==> src/rtl/sign_mag_pkg.sv <==
// Shared types and defaults for the serial two's-complement to sign-magnitude decoder.
package sign_mag_pkg;

  localparam int WIDTH_DEFAULT = 12;

  typedef enum logic [1:0] {
    IDLE  = 2'd0,
    SHIFT = 2'd1,
    DONE  = 2'd2
  } state_e;

endpackage

==> src/rtl/first_one_flag.sv <==
// JK-style flag register with synchronous clear; records that a 1 bit has already streamed past.
module first_one_flag (
  input  logic t_clk,
  input  logic rst_n,
  input  logic j_i,
  input  logic k_i,
  input  logic clr_i,
  output logic q_o
);

  logic flag_q, flag_d;

  always_comb begin
    flag_d = flag_q;
    if (clr_i) begin
      flag_d = 1'b0;
    end else begin
      case ({j_i, k_i})
        2'b10:   flag_d = 1'b1;
        2'b01:   flag_d = 1'b0;
        2'b11:   flag_d = ~flag_q;
        default: flag_d = flag_q;
      endcase
    end
  end

  always_ff @(posedge t_clk or negedge rst_n) begin
    if (!rst_n) flag_q <= 1'b0;
    else        flag_q <= flag_d;
  end

  assign q_o = flag_q;

endmodule

==> src/rtl/sign_mag_decoder.sv <==
// Bit-serial two's-complement to sign-magnitude converter with valid/ready handshakes.
// Optional macro SERIAL_OUT_EN adds ser_bit/ser_valid, streaming the data_out word LSB-first.
module sign_mag_decoder
  import sign_mag_pkg::*;
#(
  parameter int WIDTH = WIDTH_DEFAULT
) (
  input  logic             t_clk,
  input  logic             rst_n,
  input  logic             in_valid,
  output logic             in_ready,
  input  logic [WIDTH-1:0] data_in,
  output logic             out_valid,
  input  logic             out_ready,
  output logic [WIDTH-1:0] data_out,
  output logic             ovf
`ifdef SERIAL_OUT_EN
  ,
  output logic             ser_bit,
  output logic             ser_valid
`endif
);

  localparam int CNT_W = $clog2(WIDTH + 1);
  localparam logic [CNT_W-1:0] CNT_LAST = CNT_W'(WIDTH);

  state_e           state_q, state_d;
  logic [WIDTH-1:0] shift_q, shift_d;
  logic [WIDTH-1:0] result_q, result_d;
  logic             sign_q, sign_d;
  logic [CNT_W-1:0] cnt_q, cnt_d;
  logic             flag_q;
  logic             xfer, bit_active, in_bit, out_bit;

  assign in_ready   = (state_q == IDLE);
  assign xfer       = in_valid & in_ready;
  // The counter parks at WIDTH for one cycle before DONE, giving WIDTH+1 edges of latency.
  assign bit_active = (state_q == SHIFT) && (cnt_q != CNT_LAST);
  assign in_bit     = shift_q[0];
  assign out_bit    = (sign_q & flag_q) ? ~in_bit : in_bit;

  first_one_flag u_first_one_flag (
    .t_clk (t_clk),
    .rst_n (rst_n),
    .j_i   (bit_active & in_bit),
    .k_i   (1'b0),
    .clr_i (xfer),
    .q_o   (flag_q)
  );

  always_comb begin
    state_d  = state_q;
    shift_d  = shift_q;
    result_d = result_q;
    sign_d   = sign_q;
    cnt_d    = cnt_q;
    case (state_q)
      IDLE: begin
        if (xfer) begin
          shift_d  = data_in;
          result_d = '0;
          sign_d   = data_in[WIDTH-1];
          cnt_d    = '0;
          state_d  = SHIFT;
        end
      end
      SHIFT: begin
        if (bit_active) begin
          shift_d  = shift_q >> 1;
          result_d = {out_bit, result_q[WIDTH-1:1]};
          cnt_d    = cnt_q + CNT_W'(1);
        end else begin
          state_d  = DONE;
        end
      end
      DONE: begin
        if (out_ready) state_d = IDLE;
      end
      default: state_d = IDLE;
    endcase
  end

  always_ff @(posedge t_clk or negedge rst_n) begin
    if (!rst_n) begin
      state_q  <= IDLE;
      shift_q  <= '0;
      result_q <= '0;
      sign_q   <= 1'b0;
      cnt_q    <= '0;
    end else begin
      state_q  <= state_d;
      shift_q  <= shift_d;
      result_q <= result_d;
      sign_q   <= sign_d;
      cnt_q    <= cnt_d;
    end
  end

  // A negative input whose complement still has the MSB set is -2^(WIDTH-1); its magnitude field is 0.
  assign out_valid = (state_q == DONE);
  assign ovf       = out_valid & sign_q & result_q[WIDTH-1];
  assign data_out  = out_valid ? {sign_q, result_q[WIDTH-2:0]} : '0;

`ifdef SERIAL_OUT_EN
  localparam logic [CNT_W-1:0] CNT_MSB = CNT_W'(WIDTH - 1);

  // The last serial slot carries the sign so the stream matches data_out bit for bit.
  assign ser_valid = bit_active;
  assign ser_bit   = bit_active & ((cnt_q == CNT_MSB) ? sign_q : out_bit);
`endif

endmodule

==> config.mk <==
export PLATFORM = sky130hd
export DESIGN_NAME = sign_mag_decoder
export DESIGN_NICKNAME = d
export VERILOG_FILES = /design/src/rtl/sign_mag_pkg.sv /design/src/rtl/first_one_flag.sv /design/src/rtl/sign_mag_decoder.sv
export SDC_FILE = /design/constraint.sdc
export NUM_CORES = 1
export LEC_CHECK = 0
export CAP_MARGIN = 10
export CORE_UTILIZATION = 35
export CTS_CLUSTER_SIZE = 28
export DETAILED_ROUTE_END_ITERATION = 16
export PLACE_DENSITY_LB_ADDON = 0.3
export SYNTH_ARGS = -nofsm -noshare
export SYNTH_HDL_FRONTEND = slang
export SYNTH_SLANG_ARGS = --single-unit
export TNS_END_PERCENT = 50
==> constraint.sdc <==
create_clock -name t_clk -period 2.7 [get_ports t_clk]
set_clock_uncertainty 0.05 [all_clocks]
set_input_delay 0.405 -clock t_clk [delete_from_list [all_inputs] [get_ports t_clk]]
set_output_delay 0.405 -clock t_clk [all_outputs]
set_load 0.005 [all_outputs]
Word level (Yosys, flattened, before mapping):

Cells that the tools add are included.

* register bits after elaboration: 32
* input port bits: 16
* output and inout bits: 15
* logic and storage cells: 44

* $add $sub $neg: 1
* eq/ne operators: 7
* muxes and demuxes: 17
* bitwise logic cells: 6
* reduce and logical (&&, ||, !) cells: 7

Operators with widths (number)
* $mux 12: 5
* $pmux 12 s2: 2
* $mux 4: 2
* $pmux 4 s2: 1
* $mux 2: 3
* $pmux 2 s3: 1
* $reduce_and 3->1: 2
* $and 1x1->1: 5
* $add 4x1->4 const B: 1
* $ne 2x1->1 const B: 2
* $ne 2x2->1 const B: 2
* $ne 4x4->1 const B: 1
* $reduce_bool 2->1: 2
* $mux 1: 3
* $eq 2x1->1 const B: 1
* $eq 2x2->1 const B: 1
* $logic_not 2->1: 1
* $reduce_and 2->1: 1
* $logic_and 1x1->1: 1
* $not 1->1: 1

Longest topological paths before layout:

* word-level depth: 5
* mapped depth: 7
* depth with buffers taken out: 6

Cells and area by module:

A second synthesis with hierarchy kept.

* cell total of the unflattened synthesis: 139
* area total of the unflattened synthesis: 1570.3 µm²

By module, submodules not included
* sign_mag_decoder: times used 1, cells each 131, area each 1492.7 µm², sequential area each 775.7 µm²
* first_one_flag: times used 1, cells each 8, area each 77.6 µm², sequential area each 25.0 µm²

Worst setup path after synthesis:

Ideal clock, no wire load.

* path kind: reg-to-reg
* start: register cnt_q[0]
* end: register shift_q[0]
* library setup time: 0.125 ns
* arrival: 1.706 ns
* required time: 2.525 ns
* slack: 0.819 ns
* stages on the path, launching flop included: 8
* buffers on the path: 1
* clock period less this slack: 1.881 ns
* cells stage by stage: dfrtp_1 > inv_1 > ha_1 > and4_1 > or3_4 > clkinv_4 > buf_12 > mux2_4

* cells in the longest elaborated chain, start to end: 4

RTL lines
* start, declared: RTL line sign_mag_decoder.sv:31 `logic [CNT_W-1:0] cnt_q, cnt_d;`
* start signal, assigned: RTL line sign_mag_decoder.sv:95 `cnt_q <= cnt_d;`
* $ne 4x4->1: RTL line sign_mag_decoder.sv:38 `assign bit_active = (state_q == SHIFT) && (cnt_q != CNT_LAST);`
* $logic_and 1x1->1: RTL line sign_mag_decoder.sv:38
* $ne 2x2->1 (no source line)
* $reduce_and 3->1 (no source line)
* end signal, assigned: RTL line sign_mag_decoder.sv:92 `shift_q <= shift_d;`
* end, declared: RTL line sign_mag_decoder.sv:28 `logic [WIDTH-1:0] shift_q, shift_d;`

No other way between the ends.
A chain may end at the register's enable or synchronous reset.

Worst setup path in the final report:

* start: register state_q[1]
* end: output port ovf

* cells in the longest elaborated chain, start to end: 3

RTL lines
* start, declared: RTL line sign_mag_decoder.sv:27 `state_e state_q, state_d;`
* start signal, assigned: RTL line sign_mag_decoder.sv:91 `state_q <= state_d;`
* $eq 2x2->1: RTL line sign_mag_decoder.sv:100 `assign out_valid = (state_q == DONE);`
* $and 1x1->1 (2 in series): RTL line sign_mag_decoder.sv:101 `assign ovf = out_valid & sign_q & result_q[WIDTH-1];`
* end, declared: RTL line sign_mag_decoder.sv:16 `output logic ovf`

No other way between the ends.

==> flow_summary.yaml <==
status:
  status: "complete, no violations"
floorplan:
  rows: 24
  coreArea_mm2: 0.004384
  io_pins: 31
  initial_core_util: 0.3670
  die_y_um: 69.81
  dieWidth_um: 69.81
  dieArea_mm2: 0.004873
place:
  place_inst: 202
  hpwlAfterDp_um: 1978
  place_congestion: 0.7691
  numPortBuffers: 30
timing:
  slew_headroom: 0.6391
  setup_violations: 0
  grt_setup_unrepaired: "no"
  period_minus_slack_ns: 2.182
  finalHoldViolations: 0
  drv_slew: 0
  tightest_slew_ns: 0.5413
  max_freq_mhz: 458.4
  setup_tns_ns: 0
  period_share: 0.8081
synth:
  synth_top_area_frac: 0.4977
  synth_nets: 143
  netlist_instances: 125
  synth_edf_count: 0
  synth-xor-area-share: 0.005443
  synth.yosys.seq_area_share: 0.4977
  synthSimpleGateAreaFrac: 0.1205
  synth_mux_area_frac: 0.1998
  syn_avg_cell_area_um2: 12.87
  synth_compound_area_frac: 0.09720
  dominantRegCellSynth: "dfrtp_1"
  synth_top_cell_by_area: "dfrtp_1"
  ys_types: 29
  synth_seq_cells: 32
  synth_top_family_by_area: "multiplexers"
  synth-adder-area-share: 0.01555
  yosys_warnings: 0
  ys_top_cells_by_area: "dfrtp_1 50%, mux2_4 13%, a22o_1 7.1%"
  netlist_area_mm2: 0.001609
  synthArstFlopShare: 1.000
grt:
  antenna_found_initial: 0
  grt_usage: 0.1289
  grt_pass1_wl_um: 4905
  grt_max_degree: 33
  grt_overflow: 0
  grt_pass1_vias: 1062
clock_network:
  cts_tree: "done"
  clkTransAtPathRegs_ns: 0.07
  numCtsBuffers: 5
  ctsResizeCount: 0
  cts_buffer_depth: 2
  htreeDepth: 2
  cts_setup_buffers: 0
  worstSkewPairLatency_ns: 0.28
  hold_buffers: 0
  cts_root_buf: "clkbuf_8"
  cts.sink_count: 32
routing:
  vias_per_cell: 4.905
  drt-total-wl_um: 2732
  drc: 0
  firstDrtPassIters: 4
  ant_nets: 0
  drtIter0Drc: 73
  via_count: 1030
  wl_per_cell_um: 13.01
setup_path:
  path_buf_inv: 2
  startpoint_type: "flip-flop"
  cp.arrival_ns: 1.73
  cp_data_required_time_ns: 2.25
  critical_path_class: "reg2out"
  critical-path-max-stage-delay_ns: 0.49
  slowest_stage: "clkdlybuf4s50_1"
  cp_max_fo: 14
  path_cells: "nor2b_1 > buf_4 > and3_1 > clkdlybuf4s50_1"
  critPathTopFamily: "buffers and inverters"
  cp-end-kind: "output port"
layout:
  diodes: 0
  area_growth_pct: 25.89
  fin_cells: 210
  finish.utilization: 0.4620
  layout-drive-gt1-share: 0.2278
  nets: 175
run:
  drv_cap: 0
min_path:
  min_path_type: "reg2reg"
power:
  p_per_area_mw_per_mm2: 1017
  p_leak_nw: 0.9355
  p_total_mw: 2.060
  vdd_drop_max_uv: 577.2
-- layer usage --
metal | vias to the layer above | global-route usage | wire [um]
li1 | 505 | - | -
met1 | 489 | 0.1618 | 1215
met2 | 32 | 0.2041 | 1307
met3 | 4 | 0.03924 | 151
met4 | 0 | 0.05778 | 58
met5 | - | 0 | 0
-- cells by family after synthesis --
logic type | count (synthesis)
flops | 32
simple gates | 33
fa+ha+maj | 2
mux | 24
buf+inv | 13
compound gates | 20
xor+xnor | 1
-- cells in the mapped netlist (2+ instances only) --
master,count
mux2_2,9
and2_1,13
mux2_4,14
nand2_1,6
buf_2,2
dfrtp_1,32
a22o_1,13
o21ai_0,3
buf_6,4
and4_1,2
nand3_1,2
ha_1,2
inv_1,4
nor2b_1,2
nor2_1,3
-- path summary, 6_finish.rpt --
kind                            slack [ns]  cells after the start         from           to
worst max-delay path                  0.52                      4   state_q[1]          ovf
worst max register to register        0.63                      6     cnt_q[1]   shift_q[4]
worst min-delay path                  0.46                      1  result_q[0]  result_q[0]
min in group asynchronous             0.47                      2        rst_n  result_q[0]
max in group asynchronous             1.84                      2        rst_n  shift_q[10]
worst min register to register        0.46                      1  result_q[0]  result_q[0]
-- area by class of cell --
class,count,area [um^2]
sequential,32,800.8
tap,52,65.06
inverter,5,23.77
clock buffer,6,72.57
fill,412,2359
clock inverter,2,35.03
timing repair buffer,33,322.8
multi-input combinational,80,705.7
-- flip-flops by register name, indices dropped and copies added, names as in the netlist --
name,count
result_q,12
shift_q,12
cnt_q,4
state_q,2
sign_q,1
u_first_one_flag.q_o,1
-- cell usage in the layout, fill, tap and decap left out --
master,instances
clkinv_4,1
a211oi_1,1
o21ai_0,3
mux2_4,14
clkdlybuf4s50_1,30
xor2_1,1
and2_1,13
bufinv_16,1
nand2_1,6
and4_1,2
a2111oi_0,1
nor2b_1,2
or3b_2,1
a21oi_1,1
nand3_1,2
a31oi_1,1
clkinv_2,1
ha_1,2
clkbuf_8,5
mux2i_1,1
a22o_1,13
inv_1,4
nor3_1,1
clkbuf_1,1
nor2_1,3
or3_4,1
mux2_2,9
nor3b_1,1
dfrtp_1,32
and3_1,1
buf_4,3
-- where the power goes --
| part | internal, mW | switching, mW |
|---|---|---|
| sequential | 0.682 | 0.154 |
| combinational | 0.475 | 0.305 |
| clock | 0.274 | 0.170 |
| total | 1.43 | 0.629 |
-- through the flow --
stage	hold slack [ns]	worst slack, ns	cell area, um^2
2_1_floorplan	0.05941	0.8192	1609
3_3_place_gp	0.4280	0.6511	1918
3_5_place_dp	0.4377	0.6155	1918
4_1_cts	0.4528	0.4871	2026
5_1_grt	0.4844	0.4028	2026
6_report	0.4561	0.5183	2026
(Power assumes the default switching activity.)
==> RTL change (same flow settings) <==
Re-encode `state_e` (3 states) as one-hot, 3 bits wide.
--- a/src/rtl/sign_mag_pkg.sv
+++ b/src/rtl/sign_mag_pkg.sv
@@ -5,6 +5,6 @@
 
-  typedef enum logic [1:0] {
-    IDLE  = 2'd0,
-    SHIFT = 2'd1,
-    DONE  = 2'd2
+  typedef enum logic [2:0] {
+    IDLE  = 3'b001,
+    SHIFT = 3'b010,
+    DONE  = 3'b100
   } state_e;
Function: same outputs for any inputs over 10 cycles, from zero or initial values and one cycle with rst_n low; not proved beyond that.
==> RTL change against the original RTL <==
Area after synthesis is 9.8% higher; non-clock buffer count is 3 higher; via count is 20% higher; register-to-register slack worse by 0.02 ns; wire length is 30% higher; total power is 5.2% lower; maximum frequency is 8.0% lower; critical path type unchanged; largest power group unchanged; sequential cell count is 1 higher; cell area is 9.4% higher; global-route usage is 2.4 points higher; sequential power is 4.2% lower; setup slack worse by 0.19 ns.
==> RTL change: results (changes against the original RTL) <==
- GR Util All Layers: 15.3% (was 12.9%)
- DP HPWL: 2370 um (was 1980 um)
- Seq/total area: 37.3% (was 39.5%)
- Largest stage delay on the critical path: 0.56 ns (was 0.49 ns)
- Slowest stage cell, crit path: dfrtp_1 (was clkdlybuf4s50_1)
- Register area share after synthesis: 46.8% (was 49.8%)
- First-pass GRT wire length: 6200 um (was 4910 um)
- Signal inverters: 13 (was 5)
- Switch share: 32.8% (was 30.5%)
- Multi-input combinational cell count: 92 (was 80)
- GP Congestion: 0.731 (was 0.769)
- Mux contribution to synthesized area: 18.7% (was 20.0%)
- Clock share of power: 21.1% (was 21.5%)
- Area post-placement: 2110 um^2 (was 1920 um^2)
- Syn nets: 168 (was 143)
- WL met1: 1560 um (was 1220 um)
- Yosys cell types: 33 (was 29)
- Wire length on met2: 1800 um (was 1310 um)
- Non-clock buffering overhead: 15.6% (was 15.9%)
- Layout fillers: 433 (was 412)
- Compound-Gate Fraction of Synth Area: 15.9% (was 9.72%)
- DR iter-0 viols: 71 (was 73)
- Clock buffer cells: 7 (was 6)
- Total Routed Length: 3570 um (was 2730 um)
- Largest net degree at the start of global routing: 34 (was 33)
- Worst EP arrival: 1.92 ns (was 1.73 ns)
- Met2 usage: 24.8% (was 20.4%)
- GR Util met3: 3.04% (was 3.92%)
- Status: finished clean (unchanged)
- DR WL met3: 130 um (was 151 um)
- Post-synth top cells: 32 x dfrtp_1, 13 x inv_1, 13 x mux2_4 (was 32 x dfrtp_1, 14 x mux2_4, 13 x a22o_1, 13 x and2_1, 9 x mux2_2)
- Synth Area in Adders: 1.42% (was 1.56%)
- Peak supply drop: 0.444 mV (was 0.577 mV)
- XOR/XNOR Fraction of Synth Area: 0% (was 0.544%)
- P_comb: 0.000739 W (was 0.000780 W)
- Pleak: 0.895 nW (was 0.935 nW)
- Setup slack at placement: 0.488 ns (was 0.616 ns)
- Num sequential: 33 (was 32)
- N_taps: 67 (was 52)
- Slew HR: 68.0% (was 63.9%)
- Layout cells sized above 1: 29.1% (was 22.8%)
- Clock network area share: 4.57% (was 5.31%)
## RTL change: changes by cell type after synthesis, moves of 3 or more
cell      before  now
nand2_1        6    1
and2_1        13    2
a22o_1        13    0
inv_1          4   13
nor3_1         1   11
o21ai_1        0    5
o211ai_1       0   12
mux2_2         9   12
o21ai_2        0    8
## RTL change: final timing paths
| path | start | to | slack, ns | depth (start not counted) |
|---|---|---|---|---|
| setup / recovery | state_q[1] | ovf | 0.33 | 4 |
| hold / removal | cnt_q[3] | cnt_q[3] | 0.45 | 1 |
| setup reg to reg | state_q[1] | shift_q[4] | 0.61 | 4 |
| hold reg to reg | cnt_q[3] | cnt_q[3] | 0.45 | 1 |
| max in group asynchronous | rst_n | state_q[0] | 1.79 | 2 |
| min in group asynchronous | rst_n | state_q[2] | 0.48 | 2 |
## RTL change: through the flow
stage               utilization [%]  instances  total power [W]
finish                         46.3        249          0.00195
floorplan                         -        150          0.00144
global route                   46.3        249          0.00207
detailed placement             44.2        241          0.00155
CTS                            46.3        249          0.00197
global placement               44.2        241          0.00152
